==> src/rtl/multicycle_controller.sv <==
// rtl/multicycle_controller.sv - Moore sequencer for the multicycle RV32I datapath
//
// Purpose:
//   Steps each instruction through fetch, decode, execute, memory and
//   writeback over one shared ALU and one unified memory. Branches are
//   resolved from the ALU flags. Memory steps stall on mem_ready.
//
// Optional feature:
//   MC_ILLEGAL_TRAP_EN
//     When defined, unknown opcodes and unsupported funct3/funct7
//     combinations enter TRAP and set the sticky illegal flag.
//     When undefined, unknown opcodes retire as NOPs and illegal is tied 0.
//
// Ports:
//   clk, reset            clock; synchronous active-high reset
//   nzcv                  ALU flags {N,Z,C,V} for this cycle's ALU op
//   opcode/funct3/funct7  instruction fields from the instruction register
//   mem_ready             memory access completes this cycle
//   PCWrite, IRWrite,     register enables
//   RegWrite, MemWrite
//   AdrSrc                memory address select: 0=PC, 1=Result
//   ResultSrc             00=ALUOut, 01=Data, 10=ALUResult
//   ALUSrcA               00=PC, 01=OldPC, 10=rs1
//   ALUSrcB               00=rs2, 01=ImmExt, 10=constant 4
//   ImmSrc                00=I, 01=S, 10=B, 11=J
//   ALUControl            ALU operation code
//   state                 current state, for debug
//   illegal               sticky illegal-instruction flag
module multicycle_controller #(
  parameter int STATE_W       = 4,
  parameter bit USE_MEM_READY = 1'b1
) (
  input  logic               clk,
  input  logic               reset,
  input  logic [3:0]         nzcv,
  input  logic [6:0]         opcode,
  input  logic [2:0]         funct3,
  input  logic               funct7,
  input  logic               mem_ready,
  output logic               PCWrite,
  output logic               AdrSrc,
  output logic               MemWrite,
  output logic               IRWrite,
  output logic [1:0]         ResultSrc,
  output logic [1:0]         ALUSrcA,
  output logic [1:0]         ALUSrcB,
  output logic [1:0]         ImmSrc,
  output logic               RegWrite,
  output logic [4:0]         ALUControl,
  output logic [STATE_W-1:0] state,
  output logic               illegal
);

  localparam logic [STATE_W-1:0] ST_FETCH    = STATE_W'(0);
  localparam logic [STATE_W-1:0] ST_DECODE   = STATE_W'(1);
  localparam logic [STATE_W-1:0] ST_MEMADR   = STATE_W'(2);
  localparam logic [STATE_W-1:0] ST_MEMREAD  = STATE_W'(3);
  localparam logic [STATE_W-1:0] ST_MEMWB    = STATE_W'(4);
  localparam logic [STATE_W-1:0] ST_MEMWRITE = STATE_W'(5);
  localparam logic [STATE_W-1:0] ST_EXECUTER = STATE_W'(6);
  localparam logic [STATE_W-1:0] ST_EXECUTEI = STATE_W'(7);
  localparam logic [STATE_W-1:0] ST_ALUWB    = STATE_W'(8);
  localparam logic [STATE_W-1:0] ST_BRANCH   = STATE_W'(9);
  localparam logic [STATE_W-1:0] ST_JAL      = STATE_W'(10);
  localparam logic [STATE_W-1:0] ST_TRAP     = STATE_W'(11);

  localparam logic [6:0] OP_LOAD   = 7'b0000011;
  localparam logic [6:0] OP_STORE  = 7'b0100011;
  localparam logic [6:0] OP_RTYPE  = 7'b0110011;
  localparam logic [6:0] OP_ITYPE  = 7'b0010011;
  localparam logic [6:0] OP_BRANCH = 7'b1100011;
  localparam logic [6:0] OP_JAL    = 7'b1101111;

  localparam logic [4:0] ALU_ADD  = 5'b00000;
  localparam logic [4:0] ALU_SUB  = 5'b00001;
  localparam logic [4:0] ALU_AND  = 5'b00010;
  localparam logic [4:0] ALU_OR   = 5'b00011;
  localparam logic [4:0] ALU_XOR  = 5'b00100;
  localparam logic [4:0] ALU_SLT  = 5'b00101;
  localparam logic [4:0] ALU_SLTU = 5'b00110;
  localparam logic [4:0] ALU_SLL  = 5'b00111;
  localparam logic [4:0] ALU_SRL  = 5'b01000;
  localparam logic [4:0] ALU_SRA  = 5'b01001;

  logic [STATE_W-1:0] state_q, state_d;
  logic [STATE_W-1:0] out_state;
  logic               ready;
  logic               flag_n, flag_z, flag_c, flag_v;
  logic               btaken;
  logic               pc_write_raw, ir_write_raw, mem_write_raw, reg_write_raw;

  assign ready = USE_MEM_READY ? mem_ready : 1'b1;
  assign {flag_n, flag_z, flag_c, flag_v} = nzcv;

  // While reset is held the outputs decode as FETCH; the write enables are
  // masked separately below.
  assign out_state = reset ? ST_FETCH : state_q;

  function automatic logic [4:0] alu_decode(input logic [2:0] f3,
                                            input logic       f7,
                                            input logic       is_r);
    logic [4:0] op;
    op = ALU_ADD;
    case (f3)
      3'b000: op = (is_r && f7) ? ALU_SUB : ALU_ADD;
      3'b001: op = ALU_SLL;
      3'b010: op = ALU_SLT;
      3'b011: op = ALU_SLTU;
      3'b100: op = ALU_XOR;
      3'b101: op = f7 ? ALU_SRA : ALU_SRL;
      3'b110: op = ALU_OR;
      3'b111: op = ALU_AND;
      default: op = ALU_ADD;
    endcase
    return op;
  endfunction

  // Branch condition from the flags of rs1 - rs2.
  always_comb begin
    btaken = 1'b0;
    case (funct3)
      3'b000: btaken = flag_z;
      3'b001: btaken = !flag_z;
      3'b100: btaken = flag_n ^ flag_v;
      3'b101: btaken = !(flag_n ^ flag_v);
      3'b110: btaken = !flag_c;
      3'b111: btaken = flag_c;
      default: btaken = 1'b0;
    endcase
  end

  always_comb begin
    ImmSrc = 2'b00;
    case (opcode)
      OP_LOAD, OP_ITYPE: ImmSrc = 2'b00;
      OP_STORE:          ImmSrc = 2'b01;
      OP_BRANCH:         ImmSrc = 2'b10;
      OP_JAL:            ImmSrc = 2'b11;
      default:           ImmSrc = 2'b00;
    endcase
  end

  // Output decode
  always_comb begin
    pc_write_raw  = 1'b0;
    ir_write_raw  = 1'b0;
    mem_write_raw = 1'b0;
    reg_write_raw = 1'b0;
    AdrSrc        = 1'b0;
    ResultSrc     = 2'b00;
    ALUSrcA       = 2'b00;
    ALUSrcB       = 2'b00;
    ALUControl    = ALU_ADD;
    case (out_state)
      ST_FETCH: begin
        ALUSrcB      = 2'b10;
        ResultSrc    = 2'b10;
        ir_write_raw = ready;
        pc_write_raw = ready;
      end
      ST_DECODE: begin
        ALUSrcA = 2'b01;
        ALUSrcB = 2'b01;
      end
      ST_MEMADR: begin
        ALUSrcA = 2'b10;
        ALUSrcB = 2'b01;
      end
      ST_MEMREAD: begin
        AdrSrc = 1'b1;
      end
      ST_MEMWB: begin
        ResultSrc     = 2'b01;
        reg_write_raw = 1'b1;
      end
      ST_MEMWRITE: begin
        AdrSrc        = 1'b1;
        mem_write_raw = 1'b1;
      end
      ST_EXECUTER: begin
        ALUSrcA    = 2'b10;
        ALUControl = alu_decode(funct3, funct7, 1'b1);
      end
      ST_EXECUTEI: begin
        ALUSrcA    = 2'b10;
        ALUSrcB    = 2'b01;
        ALUControl = alu_decode(funct3, funct7, 1'b0);
      end
      ST_ALUWB: begin
        reg_write_raw = 1'b1;
      end
      ST_BRANCH: begin
        ALUSrcA      = 2'b10;
        ALUControl   = ALU_SUB;
        pc_write_raw = btaken;
      end
      ST_JAL: begin
        ALUSrcA      = 2'b01;
        ALUSrcB      = 2'b10;
        pc_write_raw = 1'b1;
      end
      default: begin
      end
    endcase
  end

  assign PCWrite  = pc_write_raw  & !reset;
  assign IRWrite  = ir_write_raw  & !reset;
  assign MemWrite = mem_write_raw & !reset;
  assign RegWrite = reg_write_raw & !reset;

  // Next-state logic
  always_comb begin
    state_d = ST_FETCH;
    case (state_q)
      ST_FETCH: state_d = ready ? ST_DECODE : ST_FETCH;
      ST_DECODE: begin
        case (opcode)
          OP_LOAD, OP_STORE: state_d = ST_MEMADR;
          OP_RTYPE:          state_d = ST_EXECUTER;
          OP_ITYPE:          state_d = ST_EXECUTEI;
          OP_BRANCH:         state_d = ST_BRANCH;
          OP_JAL:            state_d = ST_JAL;
`ifdef MC_ILLEGAL_TRAP_EN
          default:           state_d = ST_TRAP;
`else
          default:           state_d = ST_FETCH;
`endif
        endcase
      end
      ST_MEMADR:   state_d = (opcode == OP_LOAD) ? ST_MEMREAD : ST_MEMWRITE;
      ST_MEMREAD:  state_d = ready ? ST_MEMWB : ST_MEMREAD;
      ST_MEMWB:    state_d = ST_FETCH;
      ST_MEMWRITE: state_d = ready ? ST_FETCH : ST_MEMWRITE;
      ST_EXECUTER: begin
`ifdef MC_ILLEGAL_TRAP_EN
        // funct7=1 is only meaningful for sub (000) and sra (101).
        if (funct7 && (funct3 != 3'b000) && (funct3 != 3'b101))
          state_d = ST_TRAP;
        else
          state_d = ST_ALUWB;
`else
        state_d = ST_ALUWB;
`endif
      end
      ST_EXECUTEI: state_d = ST_ALUWB;
      ST_ALUWB:    state_d = ST_FETCH;
      ST_BRANCH: begin
`ifdef MC_ILLEGAL_TRAP_EN
        if ((funct3 == 3'b010) || (funct3 == 3'b011))
          state_d = ST_TRAP;
        else
          state_d = ST_FETCH;
`else
        state_d = ST_FETCH;
`endif
      end
      ST_JAL: state_d = ST_ALUWB;
`ifdef MC_ILLEGAL_TRAP_EN
      ST_TRAP: state_d = ST_TRAP;
`endif
      default: state_d = ST_FETCH;
    endcase
  end

  always_ff @(posedge clk) begin
    if (reset) state_q <= ST_FETCH;
    else       state_q <= state_d;
  end

  assign state = state_q;

`ifdef MC_ILLEGAL_TRAP_EN
  logic illegal_q;

  always_ff @(posedge clk) begin
    if (reset)                  illegal_q <= 1'b0;
    else if (state_d == ST_TRAP) illegal_q <= 1'b1;
  end

  assign illegal = illegal_q;
`else
  assign illegal = 1'b0;
`endif

endmodule

==> config.mk <==
export PLATFORM = sky130hd
export DESIGN_NAME = multicycle_controller
export DESIGN_NICKNAME = d
export VERILOG_FILES = /design/src/rtl/multicycle_controller.sv
export SDC_FILE = /design/constraint.sdc
export NUM_CORES = 1
export LEC_CHECK = 0
export ABC_AREA = 1
export CORE_MARGIN = 4
export CORE_UTILIZATION = 35
export CTS_BUF_LIST = sky130_fd_sc_hd__clkbuf_4
export CTS_CLUSTER_DIAMETER = 200
export DETAILED_ROUTE_END_ITERATION = 16
export PLACE_DENSITY = 0.83
export REMOVE_ABC_BUFFERS = 1
export SETUP_SLACK_MARGIN = 0.5
export SYNTH_ARGS = -nofsm -noshare
export SYNTH_HDL_FRONTEND = slang
export SYNTH_SLANG_ARGS = --single-unit
==> constraint.sdc <==
create_clock -name clk -period 1.1 [get_ports clk]
set_input_delay 0.275 -clock clk [delete_from_list [all_inputs] [get_ports clk]]
set_output_delay 0.275 -clock clk [all_outputs]
set_load 0.05 [all_outputs]
==> results of run 1 <==
cells by family after synthesis:
group | share of synthesized area
buffers and inverters | 0.173
AO/OA/AOI/OAI | 0.120
AND/OR/NAND/NOR | 0.588
flip-flops | 0.113
other | 0.00530
synth_stat cells:
cell,n
nor3_1,2
buf_2,1
nor3_2,3
o21ai_1,1
o21ai_0,5
nand2_4,1
nand2_1,38
inv_1,17
o211ai_1,2
or2_4,1
nand3_2,1
nand2_2,1
nand3_1,12
buf_4,2
nor2_4,3
clkinv_2,1
dfxtp_1,4
a21oi_1,8
nor2_2,2
nand4_1,3
conb_1,1
nor2_1,19
buf_6,1
inv_2,6
per-stage QoR:
stage               setup slack [ps]   util  setup TNS, ps
global placement                -665  0.851         -11440
detailed placement              -715  0.851         -12430
floorplan                      -1370      -         -16290
==> results_dict.tcl, run 1 <==
set metrics [dict create \
    htree_levels 1 \
    yosys.area.top_type "nand2_1" \
    ys_top_cells_by_area "nand2_1 (20%), dfxtp_1 (11%), nor2_1 (10%), inv_1 (9.0%), nand3_1 (8.5%)" \
    io_buffer_count 38 \
    die_height_um 52.9 \
    first-error "[ERROR DPL-0038] Utilization greater than 100%, impossible to legalize" \
    avgSynthCellArea_um2 5.24 \
    die_w_um 52.9 \
    netlist.area_leader.share 0.202 \
    place_inst 228 \
    num_rows 15 \
    dp_hpwl_um 2740 \
    cts_root_buf "clkbuf_4" \
    yosysSeqAreaShare 0.113 \
    cts_made_buffers 3 \
    place_congestion 0.832 \
    yosys.cell_types.count 24 \
    cts_buffer_depth 2 \
    status "aborted with a tool error" \
    stop_stage "clock tree synthesis" \
    pin_count 41 \
    ys_warn_count 0 \
    cts_resized 120 \
    placed_cell_area_mm2 0.00155 \
    cts_setup_buffers 17 \
    hold_buffers 0 \
    syn_inst 135 \
    cts.sinks 4 \
    start_util 0.388 \
    netlist_area_um2 707 \
    ys_ff_latch 4 \
]
==> run 2, diff against run 1 <==
- CORE_AREA: default -> 4 4 65 67
- CORE_MARGIN: 4 -> default
- CORE_UTILIZATION: 35 -> default
- CTS_BUF_LIST: sky130_fd_sc_hd__clkbuf_4 -> default
- CTS_CLUSTER_DIAMETER: 200 -> default
- DIE_AREA: default -> 0 0 69 71
- PLACE_DENSITY: 0.83 -> default
- PLACE_DENSITY_LB_ADDON: default -> 0.15
- SETUP_SLACK_MARGIN: 0.5 -> default
- clock period: 1.1 -> 1.45 ns (I/O delays scaled with it)
==> results_dict.tcl, run 2 <==
set metrics [dict create \
    cp_max_fo 2 \
    reg2regPathDepth 11 \
    clkPwrFrac 0.324 \
    cts_tree "done" \
    track_usage 0.123 \
    pwr-share-seq 0.157 \
    via_per_inst 4.25 \
    firstDrtPassIters 4 \
    gr-total-overflow 0 \
    antenna_found_initial 0 \
    cts_made_buffers 3 \
    drt_iter0_drc 29 \
    power_density_mw_per_mm2 334 \
    yosysSeqAreaShare 0.113 \
    io_buffer_count 38 \
    fin_crit_ps 1750 \
    max_freq_mhz 571 \
    fill_cells 341 \
    final_cell_mix "buf_4 (50), nand2_1 (25), buf_12 (20)" \
    start_util 0.195 \
    largest_reg_flops 4 \
    place_congestion 0.808 \
    drt_wl_total_um 2970 \
    finalSetupViolCount 16 \
    path_class "primary input to output pin" \
    start_kind "primary input" \
    area_growth_pct 198 \
    wire_per_inst_um 10.7 \
    clock_skew_ps 1.47 \
    pin_count 41 \
    netlist_area_um2 707 \
    p_int_mw 0.461 \
    place_ws_ps -567 \
    cap_violations 0 \
    yosys.cell_types.count 24 \
    synthTopCellsByCount "nand2_1 (38), nor2_1 (19), inv_1 (17)" \
    ys_ff_latch 4 \
    rsz0062_at_grt "yes" \
    synth_ff_type "dfxtp_1" \
    vias 1187 \
    htree_levels 1 \
    netlist.area_leader.share 0.202 \
    clk_latency_ps 210 \
    core_area_mm2 0.00363 \
    ys_top_cells_by_area "nand2_1 (20%), dfxtp_1 (11%), nor2_1 (10%), inv_1 (9.0%), nand3_1 (8.5%)" \
    mostFrequentLayoutCell "buf_4" \
    die_w_um 69 \
    dp_hpwl_um 2190 \
    p_switching_mw 0.244 \
    ant_nets 0 \
    clk_pin_slew_ps 30 \
    worstPathRequired_ps 1090 \
    grt_max_degree 7 \
    cts.sinks 4 \
    cp.arrival_ps 1390 \
    ys_warn_count 0 \
    synth-edff-count 0 \
    status "finished with violations" \
    avgSynthCellArea_um2 5.24 \
    fin_crit_sh 1.21 \
    yosys.cell_count.top_type "nand2_1" \
    comb_power_share 0.519 \
    drc 0 \
    min_path_type "primary input to flop" \
    violations "setup timing" \
    slew_violations 0 \
    cts_root_buf "clkbuf_8" \
    layout_setup_ws_ps -302 \
    p_leak_nw 1.00 \
    p_sw_frac 0.346 \
    yosys.area.top_type "nand2_1" \
    drive_gt1_frac 0.680 \
    grt_pass1_wl_um 5110 \
    cp-end-kind "output pin" \
    finalInstanceArea_mm2 0.00211 \
    p_total_mw 0.704 \
    grt_pass1_vias 1259 \
    hold_violations 0 \
    die_height_um 71 \
    ir_worst_vdd_uv 269 \
    ys_async_sr_fraction 0 \
    cts_buffer_depth 2 \
    fp.dieArea_mm2 0.00490 \
    fin_setup_tns_ps -3060 \
    syn_inst 135 \
    num_rows 22 \
    n_antenna_cell 0 \
    nNetsFinal 251 \
    min_path_cells 7 \
    placed_cell_area_mm2 0.00162 \
]
run 2: cell counts after synthesis:
No cell type changed its count.
run 2: cell type report:
cell class              count  area, um2  area share
clock buffers               3       41.3      0.0196
inverters                  24        113      0.0534
multi-input cells         104        746       0.353
flip-flops and latches      4       95.1      0.0451
well taps                  48       60.1      0.0285
repair buffers             96       1050       0.500
run 2: worst max-delay path, stage by stage:
cell and delay (ps):
clkdlybuf4s50_1 490, inv_2 60, nor3_4 170, nor2_1 80
nand2_2 80, buf_12 130
run 2: metal layers:
| layer | global-route usage | vias up | routed length [um] |
|---|---|---|---|
| met1 | 0.120 | 541 | 1140 |
| li1 | - | 614 | - |
| met3 | 0.0256 | 2 | 137 |
| met4 | 0.0195 | 0 | 9 |
| met5 | 0 | - | 0 |
| met2 | 0.263 | 30 | 1690 |
run 2: final timing paths:
kind / startpoint / end / slack (ps)
worst max-delay path: mem_ready / PCWrite / -300
worst min-delay path: opcode[4] / state[1]$_SDFF_PP0_ / 640
worst max register to register: state[1]$_SDFF_PP0_ / state[2]$_SDFF_PP0_ / 180
worst min register to register: state[1]$_SDFF_PP0_ / state[1]$_SDFF_PP0_ / 730
run 2: cells by family (layout without fill, tap and decap cells):
kind of cell | Yosys count | after routing | share of synthesized area
flops | 4 | 4 | 0.113
other cells | 1 | 2 | 0.00530
simple gates | 86 | 86 | 0.588
buf+inv | 28 | 123 | 0.173
compound gates | 16 | 16 | 0.120
run 2: metrics by stage:
stage	utilization	hold WS (ps)	cells
finish	0.581	644	279
global route	0.581	673	279
CTS	0.534	618	272
detailed placement	0.445	703	256
global placement	0.445	698	256
floorplan	-	432	132
run 2: power by group through the flow:
stage / sequential [mW] / combinational (mW) / clock [mW]
after CTS: 0.114 / 0.336 / 0.236
after global routing: 0.110 / 0.391 / 0.242
after floorplan: 0.125 / 0.107 / 0
final: 0.111 / 0.365 / 0.228
after global placement: 0.117 / 0.287 / 0
after detailed placement: 0.117 / 0.291 / 0
run 2: repair_timing:
item | CTS | global route
endpoints found under the hold margin | 0 | 0
endpoints found under the setup margin | 19 | 18
resized for setup | 109 | 37
pin swaps | 21 | 20
setup buffers | 13 | 9
hold buffers | 0 | 0
No activity file was read; power rests on OpenSTA's default activity.
==> run 3, diff against run 2 <==
- CAP_MARGIN: default -> 15
- clock period: 1.45 -> 1.96 ns (I/O delays scaled with it)
==> results_dict.tcl, run 3 (same netlist as run 2, synthesis figures left out) <==
set metrics [dict create \
    status "finished with violations" \
    violations "setup timing" \
    fp.dieArea_mm2 0.00490 \
    dp_hpwl_um 2110 \
    ir_worst_vdd_uv 161 \
    n_antenna_cell 0 \
    p_int_mw 0.306 \
    cp_cell_sequence "clkdlybuf4s50_1, nand3_1, a21oi_2, nand2_1, nand2_2, buf_12" \
    num_rows 22 \
    worstHoldStart "reset" \
    p_switching_mw 0.148 \
    pwr-share-seq 0.190 \
    drt_iter0_drc 19 \
    cp_max_fo 2 \
    cp.arrival_ps 1520 \
    fin_crit_sh 1.02 \
    finalSetupViolCount 1 \
    place_ws_ps -315 \
    slew_violations 0 \
    ant_nets 0 \
    grt_max_degree 7 \
    max_freq_mhz 498 \
    nNetsFinal 224 \
    hold_violations 0 \
    io_buffer_count 38 \
    clock_skew_ps 0.821 \
    layout_setup_ws_ps -47.2 \
    comb_power_share 0.446 \
    drt_wl_total_um 2410 \
    place_congestion 0.805 \
    vias 1062 \
    start_kind "primary input" \
    cts_buffer_depth 2 \
    firstDrtPassIters 6 \
    highest_layer "met3" \
    clk_pin_slew_ps 30 \
    antenna_found_initial 0 \
    cp_slowest_stage_delay_ps 490 \
    hold_buffers 0 \
    cts_tree "done" \
    track_usage 0.101 \
    power_density_mw_per_mm2 276 \
    clkPwrFrac 0.364 \
    cts_made_buffers 3 \
    cts.sinks 4 \
    fin_setup_tns_ps -47.2 \
    wl_met2_um 1320 \
    rsz0062_at_grt "yes" \
    start_util 0.195 \
    min_path_type "primary input to flop" \
    core_area_mm2 0.00363 \
    p_sw_frac 0.325 \
    cap_violations 0 \
    r2r-start "state[2]$_SDFF_PP0_" \
    final_cells 252 \
    cts_root_buf "clkbuf_8" \
    htree_levels 1 \
    crit_slowest_cell "clkdlybuf4s50_1" \
    gr-total-overflow 0 \
    place_inst 240 \
    p_leak_nw 0.786 \
    die_height_um 71 \
    final_cell_mix "buf_4 (33), nand2_1 (29), buf_12 (17)" \
    path_class "primary input to output pin" \
    finalHoldWorstSlack_ps 676 \
    min_path_cells 3 \
    grt_pass1_vias 1076 \
    area_growth_pct 132 \
    worstPathRequired_ps 1470 \
    wire_per_inst_um 9.55 \
    cp-end-kind "output pin" \
    largest_reg_flops 4 \
    fin_crit_ps 2010 \
    mostFrequentLayoutCell "buf_4" \
    met3_length_um 161 \
    grt_pass1_wl_um 4230 \
    drc 0 \
    die_w_um 69 \
    drive_gt1_frac 0.510 \
    final_core_util 0.452 \
    wl_met1_um 923 \
    critPathLaunch "funct7" \
    clk_latency_ps 210 \
    via_per_inst 4.21 \
    reg2regPathDepth 6 \
    pin_count 41 \
]
[run 3: cell types whose count changed in the layout (fill, tap and decap cells not counted), moves of 4 or more]
cell | previous run | this run
inv_1 | 9 | 13
nand2_4 | 6 | 2
buf_6 | 10 | 1
nor2_4 | 11 | 4
buf_4 | 50 | 33
dlygate4sd2_1 | 4 | 9
buf_2 | 4 | 0
clkbuf_2 | 0 | 5
nor2_1 | 10 | 16
nand2_1 | 25 | 29
[run 3: power by group through the flow]
| stage | registers, mW | logic (mW) | clock network [mW] |
|---|---|---|---|
| finish | 0.0862 | 0.203 | 0.165 |
| floorplan | 0.0922 | 0.0794 | 0 |
| global route | 0.0863 | 0.220 | 0.178 |
| global placement | 0.0878 | 0.195 | 0 |
| CTS | 0.0868 | 0.194 | 0.168 |
| detailed placement | 0.0878 | 0.197 | 0 |
[run 3: path summary, 6_finish.rpt]
check                                      endpoint  slack, ps
worst max-delay path                  ALUControl[0]        -50
worst min-delay path            state[0]$_SDFF_PP0_        680
worst max register to register  state[1]$_SDFF_PP0_        820
worst min register to register  state[1]$_SDFF_PP0_        700
[run 3: what timing repair did]
| item | 4_1_cts | 5_1_grt |
|---|---|---|
| pin swaps | 9 | 12 |
| gates resized for setup | 27 | 36 |
| endpoints found under the setup margin | 17 | 16 |
| setup buffers | 6 | 3 |
[run 3: critical path, delay by kind of cell]
kind | cells | cell delay (ps)
compound gates | 1 | 140
simple gates | 3 | 260
buf+inv | 2 | 620
[run 3: area by class of cell]
cell class	count	area, um2
clock buffers	3	41.3
fillers	388	1990
inverters	24	93.8
multi-input cells	104	594
flip-flops and latches	4	87.6
well taps	48	60.1
repair buffers	69	766
[run 3: metal layers]
metal  vias to the layer above  track usage
met1                       468        0.110
met4                         0       0.0195
met2                        29        0.194
li1                        565            -
met3                         0       0.0284
met5                         -            0
[run 3: metrics by stage]
stage,area [um2],power [mW]
after CTS,1560,0.449
after global routing,1640,0.485
final,1640,0.454
after detailed placement,1460,0.285
after global placement,1460,0.283
after floorplan,679,0.172
